<file path="config.mk">
export PLATFORM = sky130hd
export DESIGN_NAME = plab4_net_domain_chan
export DESIGN_NICKNAME = d
export VERILOG_FILES = /design/src/rtl/plab4_net_domain_chan.sv
export SDC_FILE = /design/constraint.sdc
export NUM_CORES = 1
export LEC_CHECK = 0
export ABC_CLOCK_PERIOD_IN_PS = 6200
export CAP_MARGIN = 20
export CORE_ASPECT_RATIO = 1.2
export CORE_MARGIN = 2
export CORE_UTILIZATION = 60
export CTS_CLUSTER_SIZE = 14
export DETAILED_ROUTE_END_ITERATION = 8
export DONT_BUFFER_PORTS = 1
export GPL_TIMING_DRIVEN = 0
export PLACE_DENSITY = 0.77
export SLEW_MARGIN = 10
export SYNTH_ARGS = -nofsm -noshare
export SYNTH_HDL_FRONTEND = slang
export SYNTH_SLANG_ARGS = --single-unit
</file>
<file path="constraint.sdc">
create_clock -name clk -period 6.2 [get_ports clk]
set_input_delay 1.24 -clock clk [delete_from_list [all_inputs] [get_ports clk]]
set_output_delay 1.24 -clock clk [all_outputs]
set_load 0.01 [all_outputs]
</file>
<file path="src/rtl/plab4_net_domain_chan.sv">
// Domain-separated inter-router channel stage.
// Splits one tagged val/rdy stream into p_num_domains independent FIFOs of
// depth p_depth. Each domain has its own val/rdy output, free-slot count and
// flush. Messages carrying an out-of-range domain are accepted, dropped and
// flagged with a one-cycle err_bad_domain pulse.
//
// Ports:
//   clk, reset             clock, asynchronous active-low reset
//   in_val/in_rdy          upstream handshake
//   in_domain              domain tag of the incoming message
//   in_msg_control/_data   incoming message fields
//   out_val/out_rdy        per-domain downstream handshake
//   out_msg_control/_data  per-domain head message, domain d at [d*W +: W]
//   num_free               per-domain free-slot count, domain d at [d*C +: C]
//   flush                  per-domain synchronous queue clear
//   err_bad_domain         pulse: invalid-domain message was dropped
module plab4_net_domain_chan #(
   parameter  int unsigned p_msg_cnbits   = 38,
   parameter  int unsigned p_msg_dnbits   = 32,
   parameter  int unsigned p_num_domains  = 2,
   parameter  int unsigned p_domain_nbits = 1,
   parameter  int unsigned p_depth        = 2,
   localparam int unsigned c_cnt_nbits    = $clog2(p_depth + 1)
) (
   input  logic                                   clk,
   input  logic                                   reset,
   input  logic                                   in_val,
   output logic                                   in_rdy,
   input  logic [p_domain_nbits-1:0]              in_domain,
   input  logic [p_msg_cnbits-1:0]                in_msg_control,
   input  logic [p_msg_dnbits-1:0]                in_msg_data,
   output logic [p_num_domains-1:0]               out_val,
   input  logic [p_num_domains-1:0]               out_rdy,
   output logic [p_num_domains*p_msg_cnbits-1:0]  out_msg_control,
   output logic [p_num_domains*p_msg_dnbits-1:0]  out_msg_data,
   output logic [p_num_domains*c_cnt_nbits-1:0]   num_free,
   input  logic [p_num_domains-1:0]               flush,
   output logic                                   err_bad_domain
);

   localparam int unsigned c_ptr_nbits = (p_depth > 1) ? $clog2(p_depth) : 1;
   localparam logic [c_cnt_nbits-1:0] c_depth_cnt = c_cnt_nbits'(p_depth);
   localparam logic [c_ptr_nbits-1:0] c_last_ptr  = c_ptr_nbits'(p_depth - 1);

   typedef struct packed {
      logic [p_msg_cnbits-1:0] ctrl;
      logic [p_msg_dnbits-1:0] data;
   } msg_t;

   msg_t                   mem_q  [p_num_domains][p_depth];
   logic [c_ptr_nbits-1:0] head_q [p_num_domains];
   logic [c_ptr_nbits-1:0] head_d [p_num_domains];
   logic [c_ptr_nbits-1:0] tail_q [p_num_domains];
   logic [c_ptr_nbits-1:0] tail_d [p_num_domains];
   logic [c_cnt_nbits-1:0] cnt_q  [p_num_domains];
   logic [c_cnt_nbits-1:0] cnt_d  [p_num_domains];
   logic                   err_q;
   logic                   err_d;
   logic                   dom_ok_c;
   logic [p_num_domains-1:0] enq_c;
   logic [p_num_domains-1:0] deq_c;

   function automatic logic [c_ptr_nbits-1:0] ptr_inc(input logic [c_ptr_nbits-1:0] p);
      return (p == c_last_ptr) ? '0 : p + c_ptr_nbits'(1);
   endfunction

   assign dom_ok_c = (32'(in_domain) < p_num_domains);

   // Ready looks only at the selected domain's occupancy; invalid domains are always accepted.
   always_comb begin
      in_rdy = 1'b1;
      for (int d = 0; d < int'(p_num_domains); d++) begin
         if (32'(in_domain) == 32'(d)) in_rdy = (cnt_q[d] != c_depth_cnt);
      end
   end

   // Per-domain handshakes and next-state; flush overrides both enqueue and dequeue.
   always_comb begin
      err_d = in_val && !dom_ok_c;
      for (int d = 0; d < int'(p_num_domains); d++) begin
         enq_c[d]  = 1'b0;
         deq_c[d]  = 1'b0;
         head_d[d] = head_q[d];
         tail_d[d] = tail_q[d];
         cnt_d[d]  = cnt_q[d];
         enq_c[d]  = in_val && in_rdy && (32'(in_domain) == 32'(d)) && !flush[d];
         deq_c[d]  = (cnt_q[d] != '0) && out_rdy[d] && !flush[d];
         if (flush[d]) begin
            head_d[d] = '0;
            tail_d[d] = '0;
            cnt_d[d]  = '0;
         end else begin
            if (enq_c[d]) tail_d[d] = ptr_inc(tail_q[d]);
            if (deq_c[d]) head_d[d] = ptr_inc(head_q[d]);
            cnt_d[d] = cnt_q[d] + c_cnt_nbits'(enq_c[d]) - c_cnt_nbits'(deq_c[d]);
         end
      end
   end

   // Pointer, occupancy and error-pulse registers.
   always_ff @(posedge clk or negedge reset) begin
      if (!reset) begin
         for (int d = 0; d < int'(p_num_domains); d++) begin
            head_q[d] <= '0;
            tail_q[d] <= '0;
            cnt_q[d]  <= '0;
         end
         err_q <= 1'b0;
      end else begin
         for (int d = 0; d < int'(p_num_domains); d++) begin
            head_q[d] <= head_d[d];
            tail_q[d] <= tail_d[d];
            cnt_q[d]  <= cnt_d[d];
         end
         err_q <= err_d;
      end
   end

   // Message storage; contents are don't-care while a slot is unoccupied.
   always_ff @(posedge clk) begin
      for (int d = 0; d < int'(p_num_domains); d++) begin
         if (enq_c[d]) mem_q[d][tail_q[d]] <= '{ctrl: in_msg_control, data: in_msg_data};
      end
   end

   // Outputs from registered state; empty queues expose zeros rather than stale data.
   always_comb begin
      out_val         = '0;
      out_msg_control = '0;
      out_msg_data    = '0;
      num_free        = '0;
      for (int d = 0; d < int'(p_num_domains); d++) begin
         out_val[d] = (cnt_q[d] != '0);
         num_free[d*c_cnt_nbits +: c_cnt_nbits] = c_depth_cnt - cnt_q[d];
         if (cnt_q[d] != '0) begin
            out_msg_control[d*p_msg_cnbits +: p_msg_cnbits] = mem_q[d][head_q[d]].ctrl;
            out_msg_data[d*p_msg_dnbits +: p_msg_dnbits]    = mem_q[d][head_q[d]].data;
         end
      end
   end

   assign err_bad_domain = err_q;

endmodule

</file>
==> results of run 1 <==
[synth_stat cells, drive strengths merged]
| library cell | n | share of area |
|---|---|---|
| ha | 8 | 0.0090 |
| nor2b | 6 | 0.0034 |
| nor2 | 150 | 0.051 |
| xor2 | 2 | 0.0016 |
| mux2i | 141 | 0.13 |
| dfrtp | 8 | 0.018 |
| inv | 12 | 0.0040 |
| nand3b | 1 | 0.00067 |
| nand4bb | 1 | 0.0010 |
| buf | 21 | 0.018 |
| clkbuf | 14 | 0.0047 |
| conb | 1 | 0.00034 |
| or4b | 1 | 0.0012 |
| xnor2 | 6 | 0.0047 |
| edfxtp | 280 | 0.75 |
| nor3b | 1 | 0.00067 |
[registers in the layout, indices dropped and copies added (netlist names)]
| signal | cells |
|---|---|
| head_q | 2 |
| cnt_q | 4 |
| tail_q | 2 |
| mem_q | 280 |
[logic make-up after synthesis]
kind of cell,synth area share
other,0.000337
multiplexers,0.127
AND/OR/NAND/NOR,0.0580
buffers and inverters,0.0267
adder cells (fa/ha/maj),0.00899
XOR/XNOR,0.00629
flip-flops,0.773
[metrics by stage]
stage	utilization	instance area, sq um
6_report	0.695	12600
3_5_place_dp	0.646	11800
4_1_cts	0.694	12600
3_3_place_gp	0.628	11400
5_1_grt	0.694	12600
2_1_floorplan	-	11100
[routing by layer]
metal / vias up / global-route usage
li1: 2463 / -
met1: 2766 / 0.254
met2: 219 / 0.389
met3: 50 / 0.0669
met4: 0 / 0.0795
met5: - / 0
[cell type report]
| class | instances | share of cell area |
|---|---|---|
| multi-input combinational | 318 | 0.179 |
| buffer | 35 | 0.0200 |
| clock inverter | 10 | 0.0122 |
| sequential | 288 | 0.682 |
| antenna | 1 | 0.000198 |
| inverter | 12 | 0.00357 |
| tap | 224 | 0.0222 |
| timing repair buffer | 12 | 0.0244 |
| clock buffer | 38 | 0.0568 |
[power by group]
group / internal [W] / switching [W]
combinational: 0.000154 / 0.000325
sequential: 0.00220 / 0.0000155
clock: 0.000970 / 0.000659
total: 0.00332 / 0.000999
[how the worst max path moves through the flow]
stage / slack [ps] / cells after the start / endpoint / from
detailed placement: 3040 / 5 / out_msg_control[8] / cnt_q[2]
global placement: -830 / 2 / mem_q[0][264] / flush[1]
finish: 2530 / 5 / out_msg_control[27] / cnt_q[2]
floorplan: 1290 / 2 / mem_q[0][140] / flush[1]
global route: 2410 / 5 / out_msg_control[8] / cnt_q[3]
CTS: 2490 / 5 / out_msg_control[27] / cnt_q[2]
==> impl_summary.md, run 1 <==
GRT
For this run the aggregate overflow at the end of global routing stands at 0. Entering global routing, the biggest net connects 25 pins. The via count of the first global-routing pass is 5752. The first-pass GRT wire length is 32700 um. The global-route usage over all layers is 0.221. The number of antenna violations at the first check in global routing is 1.

Routing
Wire segments on met3 add up to 1710 um in the final route. The number of remaining DRC errors is 0. The count of nets left with antenna violations once routing finished came out at 0. The total wire length after detailed routing is 22100 um. The detailed router put a total of 8210 um of wire on met1. In the final routed layout, each cell accounts on average for 23.6 um. The post-detailed-route via-to-cell ratio is 5.86. The highest layer touched by signal routing is met4.

The met2 wirelength from detailed routing is 11400 um. The DRC violation total after the first TritonRoute iteration is 389. Detailed routing inserted a total of 5498 vias. Before antenna repair, the detailed router went through 5 iterations.

Power
The worst-case IR drop observed on VDD is 0.000300 V. The design draws 0.00432 W. The reported leakage power is 4.06 nW. The total power divided by cell area is 342 nW/um^2.

Cells and area
The growth of design area from synthesis to finish is 13.3%. Excluding fillers, the count of instances in the completed layout stands at 938. The multi-input logic area is 2260 sq um. The share of post-route cells with drive strength above 1 is 0.105.

The most common cell after layout, fill and taps aside is edfxtp_1. The final-layout fill cell count is 1141. The library cells used most frequently in the layout, excluding fill and tap cells, are edfxtp_1 (280), nor2_1 (146), mux2i_1 (141).

At the end of the flow, the number of nets in the layout was 780. In the final layout, flip-flops and latches occupy 8610 sq um.

Setup path
The number of cells on the worst reg-to-reg path is 11. The critical register-to-register path endpoint is cnt_q[3]. Data arrives at the worst endpoint at 2430 ps. The buffers plus inverters on the worst setup path is 3. On the worst path, the slowest cell contributes a delay of 530 ps. The critical path in this run is classified as flip-flop to output port. The required time of the critical path is 4960 ps. The internal reg-to-reg setup slack is 3680 ps. Broken down by cell family, the worst path's largest delay share belongs to buffers and inverters. The maximum fanout encountered on the critical timing path is 10. The largest individual stage delay along the critical path comes from the cell clkbuf_1.

The startpoint identified for the worst register-to-register timing path is cnt_q[2]. STA classifies the critical path startpoint as a flip-flop. Traced cell by cell, the critical path runs through inv_1, ha_1, clkbuf_1, clkbuf_1, nor2_1. The worst setup path is captured at an output port. The cell repeated most along the worst path is clkbuf_1.

STA
Setup violations remaining at the end of the flow were counted as 0. The transition time of the tightest slew-check pin is 703 ps. The count of final max-slew check failures is 0. The setup slack of the critical path after layout is 2530 ps.

Setup repair after global routing left no endpoint under its margin. In this run the tightest slew margin relative to its limit is 0.530. Counting I/O delays and the setup requirement, the final critical path takes 3670 ps.

Summed over all failing endpoints, the final setup total negative slack is 0 ps. Hold timing on the final database bottoms out at a slack of 417 ps. The worst setup skew after layout is 16.1 ps.

The final-report hold violation count came to 0. The final critical-path share of the clock period is 0.591. For this run, the top clock speed supported by timing is 273 MHz.

Yosys
The instance count of the mapped netlist is 653. For this run, the number of Yosys warnings is 0. The synthesized area is 11100 sq um. The mean area per synthesized cell is 17.1 sq um. Counting every net in the synthesized netlist gives 739.

The number of different library cells used by synthesis comes to 20. The flip-flop and latch count after synthesis is 288. Of the synthesized area, sequential elements account for 0.773.

Status
The run finished with clean final reports.

Floorplan
For this configuration, the core starts out at a cell density of 0.613. In this run the core area contains 54 standard-cell rows. For this design the top-level I/O count stands at 226.

The full die area is 19700 sq um. The y dimension of the die is 153 um. The die is 128 um wide.

The core area is 18200 sq um.

CTS
No sink is reached through more buffers than the 3 on the longest clock path. TritonCTS created 27 clock buffers. The clock tree from TritonCTS is yes. The clock root buffer is clkbuf_16. The number of setup buffers added after CTS is 0.

The clock latency on the worst-skew pair is 520 ps. In this run, post-CTS repair resized a total of 0 instances. The total clock sinks is 288. Clock-pin slew was measured on the worst setup and hold paths at 60 ps. In this run, post-CTS hold repair placed 0 buffers.

The level count of the clock H-tree is 1.

Hold path
The path class of the tightest hold or removal check is input port to asynchronous set/reset pin.

Placement
At the placement stage, the worst setup path has a slack of 3040 ps. Buffers placed on the I/O ports in this run total 0. The routability-driven placement congestion ratio is 0.782.

The number of cells in the design after placement is 889. The HPWL after detailed placement is 15000 um.

Flow run
The max-capacitance violation count is 0.
Note: power is estimated with default switching activity, not from simulation.
==> inputs of run 2 (changes only) <==
--- a/config.mk
+++ b/config.mk
@@ -5,16 +5,16 @@
 export SDC_FILE = /design/constraint.sdc
 export NUM_CORES = 1
 export LEC_CHECK = 0
-export ABC_CLOCK_PERIOD_IN_PS = 6200
+export ABC_CLOCK_PERIOD_IN_PS = 2940
 export CAP_MARGIN = 20
 export CORE_ASPECT_RATIO = 1.2
 export CORE_MARGIN = 2
-export CORE_UTILIZATION = 60
+export CORE_UTILIZATION = 57
 export CTS_CLUSTER_SIZE = 14
 export DETAILED_ROUTE_END_ITERATION = 8
 export DONT_BUFFER_PORTS = 1
 export GPL_TIMING_DRIVEN = 0
-export PLACE_DENSITY = 0.77
+export PLACE_DENSITY = 0.76
 export SLEW_MARGIN = 10
 export SYNTH_ARGS = -nofsm -noshare
 export SYNTH_HDL_FRONTEND = slang
==> constraint.sdc (replaced) <==
create_clock -name clk -period 2.94 [get_ports clk]
set_input_delay 0.588 -clock clk [delete_from_list [all_inputs] [get_ports clk]]
set_output_delay 0.588 -clock clk [all_outputs]
set_load 0.01 [all_outputs]
==> impl_summary.md, run 2 (synthesis gave the netlist of run 1 again) <==
Status
The flow ran to the end, and the final reports show no timing, DRC or antenna violations.

Floorplan
The floorplan step defined a core boundary enclosing 19300 sq um. The full die area is 20700 sq um. In this run the core area contains 56 standard-cell rows. 226 I/O pins were placed.

The starting utilization of the core area is 0.576. The width of the die is 132 um. The die is 157 um tall.

CTS
The number of setup buffers added after CTS is 0. The clock-pin transition on the worst setup and hold timing paths is 60 ps. The clock latency on the worst-skew pair is 520 ps. CTS built an H-tree with a depth of 1. The largest buffer count on any clock path is 3. The clock tree from TritonCTS is yes. CTS saw 288 sinks. Clock tree synthesis selected as its root buffer the cell clkbuf_16.

Clock tree synthesis inserted a total of 27 buffers.

Setup path
Walking the worst path, the cells encountered are inv_1, ha_2, clkbuf_1, nor2_1. The startpoint identified for the worst register-to-register timing path is cnt_q[2]. On the worst path, the slowest cell contributes a delay of 450 ps. The data arrival at the endpoint of the critical path is 2090 ps.

STA classifies the critical path endpoint as an output port. The slowest stage of the critical path is the clkbuf_1 cell. The maximum fanout encountered on the critical timing path is 10. The worst setup path is launched from a flip-flop. The worst setup path is of the flip-flop to output port kind. Tracing the worst setup path back leads to its startpoint at cnt_q[2]. STA puts the critical path data required time at 2350 ps.

Power
The completed layout was analyzed and its total power is 0.00896 W. Summed over all cells, the static leakage comes to 3.99 nW. The total power divided by cell area is 716 nW/um^2. The worst-case IR drop observed on VDD is 0.000691 V.

Routing
The total wire length after detailed routing is 21600 um. The pre-antenna-repair detailed-routing pass consisted of 4 iterations. For this block, the initial DRC count from the detailed router was 356.

The post-detailed-route via-to-cell ratio is 5.59. The routed layout has 5409 vias. The final routed wire length divided by cell count is 22.3 um. The detail route stage leaves a number of antenna-violating nets equal to 0. In the routed design, unresolved DRC markers number 0.

GRT
Entering global routing, the biggest net connects 27 pins. The number of antenna violations at the first check in global routing is 0. The global route total overflow is 0. The via count of the first global-routing pass is 5687.

The first global-routing pass estimated 32100 um of wire. The global-route usage over all layers is 0.203.

Cells and area
The area growth from synthesis to layout is 12.4%. The library cells used most frequently in the layout, excluding fill and tap cells, are edfxtp_1 (280), nor2_1 (146), mux2i_1 (141). The most common cell after layout, fill and taps aside is edfxtp_1.

The final-layout fill cell count is 1365. The register with the most flip-flops in the layout has 280 of them. 0 antenna diodes ended up in the layout.

For this run, the post-layout net count is 776. The share of post-route cells with drive strength above 1 is 0.103.

Placement
During placement, the flow inserted port buffers numbering 0. At the end of routability-driven placement, the weighted congestion stood at 0.762. The half-perimeter wire length after detailed placement is 14200 um.

STA
In this run the tightest slew margin relative to its limit is 0.455. The fmax is 373 MHz. The final-report hold violation count was 0.

For the pin with the worst max-slew slack, the measured transition is 816 ps. The worst setup skew after layout is 10.7 ps. The final critical-path share of the clock period is 0.912. The routed design could run at a clock period as short as 2680 ps.

The count of final max-slew check failures is 0. Setup violations remaining at the end of the flow were counted as 0. Setup repair after global routing left no endpoint under its margin.

Hold is met by 125 ps. Setup total negative slack on the finished layout was measured at 0 ps.

Hold path
The type of the most critical hold path is input port to flip-flop. In this run the most critical hold path is launched from flush[0].

Flow run
The max-capacitance violation count is 0.
[run 2: where the power goes]
group          internal (W)  switching, W
registers           0.00463     0.0000316
clock network       0.00194       0.00137
logic              0.000317      0.000676
total               0.00688       0.00208
[run 2: path summary, 6_finish.rpt]
kind,slack (ps),cells after the start,endpoint
max in group asynchronous,2240,1,cnt_q[1]
worst max-delay path,260,4,out_msg_control[23]
worst max register to register,470,5,mem_q[0][127]
worst min-delay path,120,1,cnt_q[2]
worst min register to register,650,2,cnt_q[2]
min in group asynchronous,420,1,cnt_q[3]
[run 2: final cells by class]
type / instances / area, sq um / area share
Buffer: 33 / 245 / 0.0196
Clock inverter: 13 / 139 / 0.0111
Sequential cell: 288 / 8610 / 0.688
Multi-Input combinational cell: 318 / 2260 / 0.181
Tap cell: 261 / 327 / 0.0261
Inverter: 12 / 45.0 / 0.00360
Clock buffer: 33 / 698 / 0.0558
Timing Repair Buffer: 10 / 198 / 0.0158
[run 2: metal layers]
metal | track usage | share of wire | vias to the layer above
li1 | - | - | 2449
met1 | 0.230 | 0.37 | 2714
met2 | 0.365 | 0.52 | 208
met3 | 0.0644 | 0.084 | 38
met4 | 0.0699 | 0.025 | 0
met5 | 0 | 0 | -
[run 2: timing repair]
| item | in CTS | in global routing |
|---|---|---|
| gates resized for setup | 1 | 1 |
| hold buffers | 1 | 0 |
| endpoints found under the setup margin | 110 | 13 |
| endpoints found under the hold margin | 8 | 0 |
[run 2: through the flow]
stage / instance area (sq um) / utilization / setup WS [ps] / cells
2_1_floorplan: 11200 / - / -473 / 653
6_report: 12500 / 0.647 / 259 / 968
3_5_place_dp: 11700 / 0.604 / 354 / 923
4_1_cts: 12500 / 0.647 / 58.0 / 968
3_3_place_gp: 11500 / 0.594 / -1760 / 914
5_1_grt: 12500 / 0.647 / 151 / 968
[run 2: worst max-delay path, delay by kind of cell (launching register included)]
family                     cells  cell delay, ps
buffers and inverters          2             540
DFF                            1             390
adders and majority gates      1             420
and+or+nand+nor                1             220
==> inputs of run 3 (changes only) <==
--- a/config.mk
+++ b/config.mk
@@ -8,14 +8,12 @@
 export ABC_CLOCK_PERIOD_IN_PS = 2940
 export CAP_MARGIN = 20
 export CORE_ASPECT_RATIO = 1.2
-export CORE_MARGIN = 2
 export CORE_UTILIZATION = 57
 export CTS_CLUSTER_SIZE = 14
 export DETAILED_ROUTE_END_ITERATION = 8
 export DONT_BUFFER_PORTS = 1
-export GPL_TIMING_DRIVEN = 0
+export GPL_TIMING_DRIVEN = 1
 export PLACE_DENSITY = 0.76
-export SLEW_MARGIN = 10
 export SYNTH_ARGS = -nofsm -noshare
 export SYNTH_HDL_FRONTEND = slang
 export SYNTH_SLANG_ARGS = --single-unit
==> impl_summary.md, run 3 (synthesis gave the netlist of run 1 again) <==
CTS
TritonCTS built the clock tree. The clock root buffer is clkbuf_16. The largest buffer count on any clock path is 3. Buffers inserted during clock tree synthesis total 27. After clock tree synthesis, the repair step resized 0 gates. The clock net in this run drives a total of 288 sinks.

The clock reaches the later pin of the worst-skew pair after 520 ps. CTS built an H-tree with a depth of 1. Clock-pin slew was measured on the worst setup and hold paths at 60 ps.

STA
Derived from the worst setup path, the maximum achievable clock frequency is 371 MHz. Measured against its own limit, the worst slew margin works out to 0.561. The count of final max-slew check failures is 0. For the final routed database, the setup TNS stands at 0 ps. The transition time of the tightest slew-check pin is 659 ps. Setup repair after global routing left no endpoint under its margin. Setup violations remaining at the end of the flow were counted as 0.

The final-report hold violation count is 0. Of the available clock period, the critical path in the final layout requires 0.917. The worst setup skew after layout is 9.00 ps. The post-route minimum period is 2700 ps.

Setup path
The critical path's top delay family is flip-flops. For this run, the slowest stage of the critical path takes 790 ps. The maximum fanout encountered on the critical timing path is 32.

The type of the worst setup path is flip-flop to output port. The kind of capture point of the worst setup path is an output port. The critical register-to-register path endpoint is cnt_q[3].

For the worst setup path, the data required time is 2350 ps. STA classifies the critical path startpoint as a flip-flop. The standard cell with the maximum stage delay on the critical path is dfrtp_4. The signal on the critical path passes through buf_12, mux2i_1, nor2_1. The buffers plus inverters on the worst setup path is 1. Counting cells, the worst reg-to-reg path comes to 9. In this run the critical register-to-register path is launched from cnt_q[2].

For the worst setup path, the data arrival time is 2110 ps. The worst register-to-register path has a setup slack of 610 ps.

Routing
The DRC violation total after the first TritonRoute iteration is 233. For this run, the detailed router's first-pass iteration total came to 4. The number of remaining DRC errors is 0. The total wire length after detailed routing is 19700 um.

After detailed routing, the number of vias per cell comes to 5.61. The routed layout has 5240 vias. In the final routed layout, each cell accounts on average for 21.1 um. The remaining antenna violation count after routing is 0.

GRT
Summed over all layers, the global routing overflow is 0. The largest net degree at the start of global routing is 72. For this run, the total global-route usage over all layers was measured as 0.196. The via count of the first global-routing pass came to 5551.

The number of antenna violations at the first check in global routing is 0. The first-pass GRT wire length is 29500 um.

Status
The run finished with clean final reports.

Cells and area
The most common cell after layout, fill and taps aside is edfxtp_1. The library cells used most frequently in the layout, excluding fill and tap cells, are edfxtp_1 (280), nor2_1 (146), mux2i_1 (141). The final instance area is 12200 sq um. After the flow finishes, the layout carries non-filler instances totaling 934. The repair_antennas step left the layout with diodes totalling 0. The net count reported at finish is 748. The core occupancy in the finished layout is 0.641. The number of flip-flops under the largest register name is 280. The share of post-route cells with drive strength above 1 is 0.0826. The growth of design area from synthesis to finish is 9.32%.

Placement
The number of cells in the design after placement is 888. Detailed placement ended at an HPWL of 12400 um. Port buffering added 0 buffers.

Routability-driven placement finished with a final weighted congestion of 0.783. In this run the cell area measured after placement is 11400 sq um.

Hold path
In this run the most critical hold path is launched from flush[0]. Along the worst hold path, the cell count comes to 1. For hold timing, the worst endpoint is head_q[1]. The type of the most critical hold path is input port to flip-flop.

Power
The reported leakage power is 3.83 nW. For this design the ratio of total power to cell area is 704 nW/um^2. The overall power is 0.00857 W.

IR analysis of the VDD net gives a maximum drop of 0.000588 V.

Floorplan
The core region is 19000 sq um. The number of placement rows is 55. The floorplan step defined a die boundary enclosing 20100 sq um. The number of top-level design ports is 226. The die is 155 um tall. The initial utilization of the core area, before any placement, comes to 0.586. The die is 130 um wide.

Flow run
Max-cap violations in this run came to 0.
==> run 3: cell count changes in the layout (fill, tap and decap cells not counted), sizes merged <==
cell / before / now
buf: 30 / 14
clkbuf: 45 / 32
clkinv: 8 / 12
bufinv: 3 / 0
clkinvlp: 1 / 0
==> run 3: worst max-delay path by stage <==
stage	depth (start not counted)	slack, ps	endpoint	startpoint
final	3	240	out_msg_control[31]	head_q[1]
after global routing	3	160	out_msg_control[31]	head_q[1]
after CTS	3	200	out_msg_data[40]	head_q[0]
after detailed placement	5	620	mem_q[0][276]	cnt_q[0]
after global placement	9	690	cnt_q[3]	cnt_q[2]
after floorplan	4	-470	mem_q[0][100]	cnt_q[2]
==> run 3: layout make-up <==
cell class / count / area [sq um]
Clock buffer: 32 / 694
Clock inverter: 13 / 61.3
Fill cell: 1334 / 6820
Inverter: 12 / 45.0
Multi-Input combinational cell: 318 / 2260
Sequential cell: 288 / 8620
Tap cell: 256 / 320
Timing Repair Buffer: 15 / 178
==> run 3: layer usage <==
| metal | up-vias | global-route usage | share of wire |
|---|---|---|---|
| met5 | - | 0 | 0 |
| met4 | 0 | 0.0853 | 0.032 |
| met3 | 50 | 0.0585 | 0.080 |
| met2 | 206 | 0.353 | 0.53 |
| met1 | 2594 | 0.211 | 0.36 |
| li1 | 2390 | - | - |
==> run 3: metrics by stage <==
| stage | hold WS [ps] | setup WS, ps |
|---|---|---|
| 3_5_place_dp | 293 | 624 |
| 5_1_grt | 98.3 | 156 |
| 4_1_cts | 98.5 | 195 |
| 3_3_place_gp | 293 | 687 |
| 6_report | 119 | 243 |
| 2_1_floorplan | 292 | -473 |
==> run 3: what timing repair did <==
item | CTS | global route
buffers inserted | 0 | 0
hold buffers | 1 | 0
endpoints found under the hold margin | 8 | 0
==> run 3: power by group <==
part           internal, W  total, W  switching [W]
combinational     0.000277  0.000858       0.000581
sequential         0.00463   0.00472      0.0000822
clock              0.00167   0.00300        0.00134
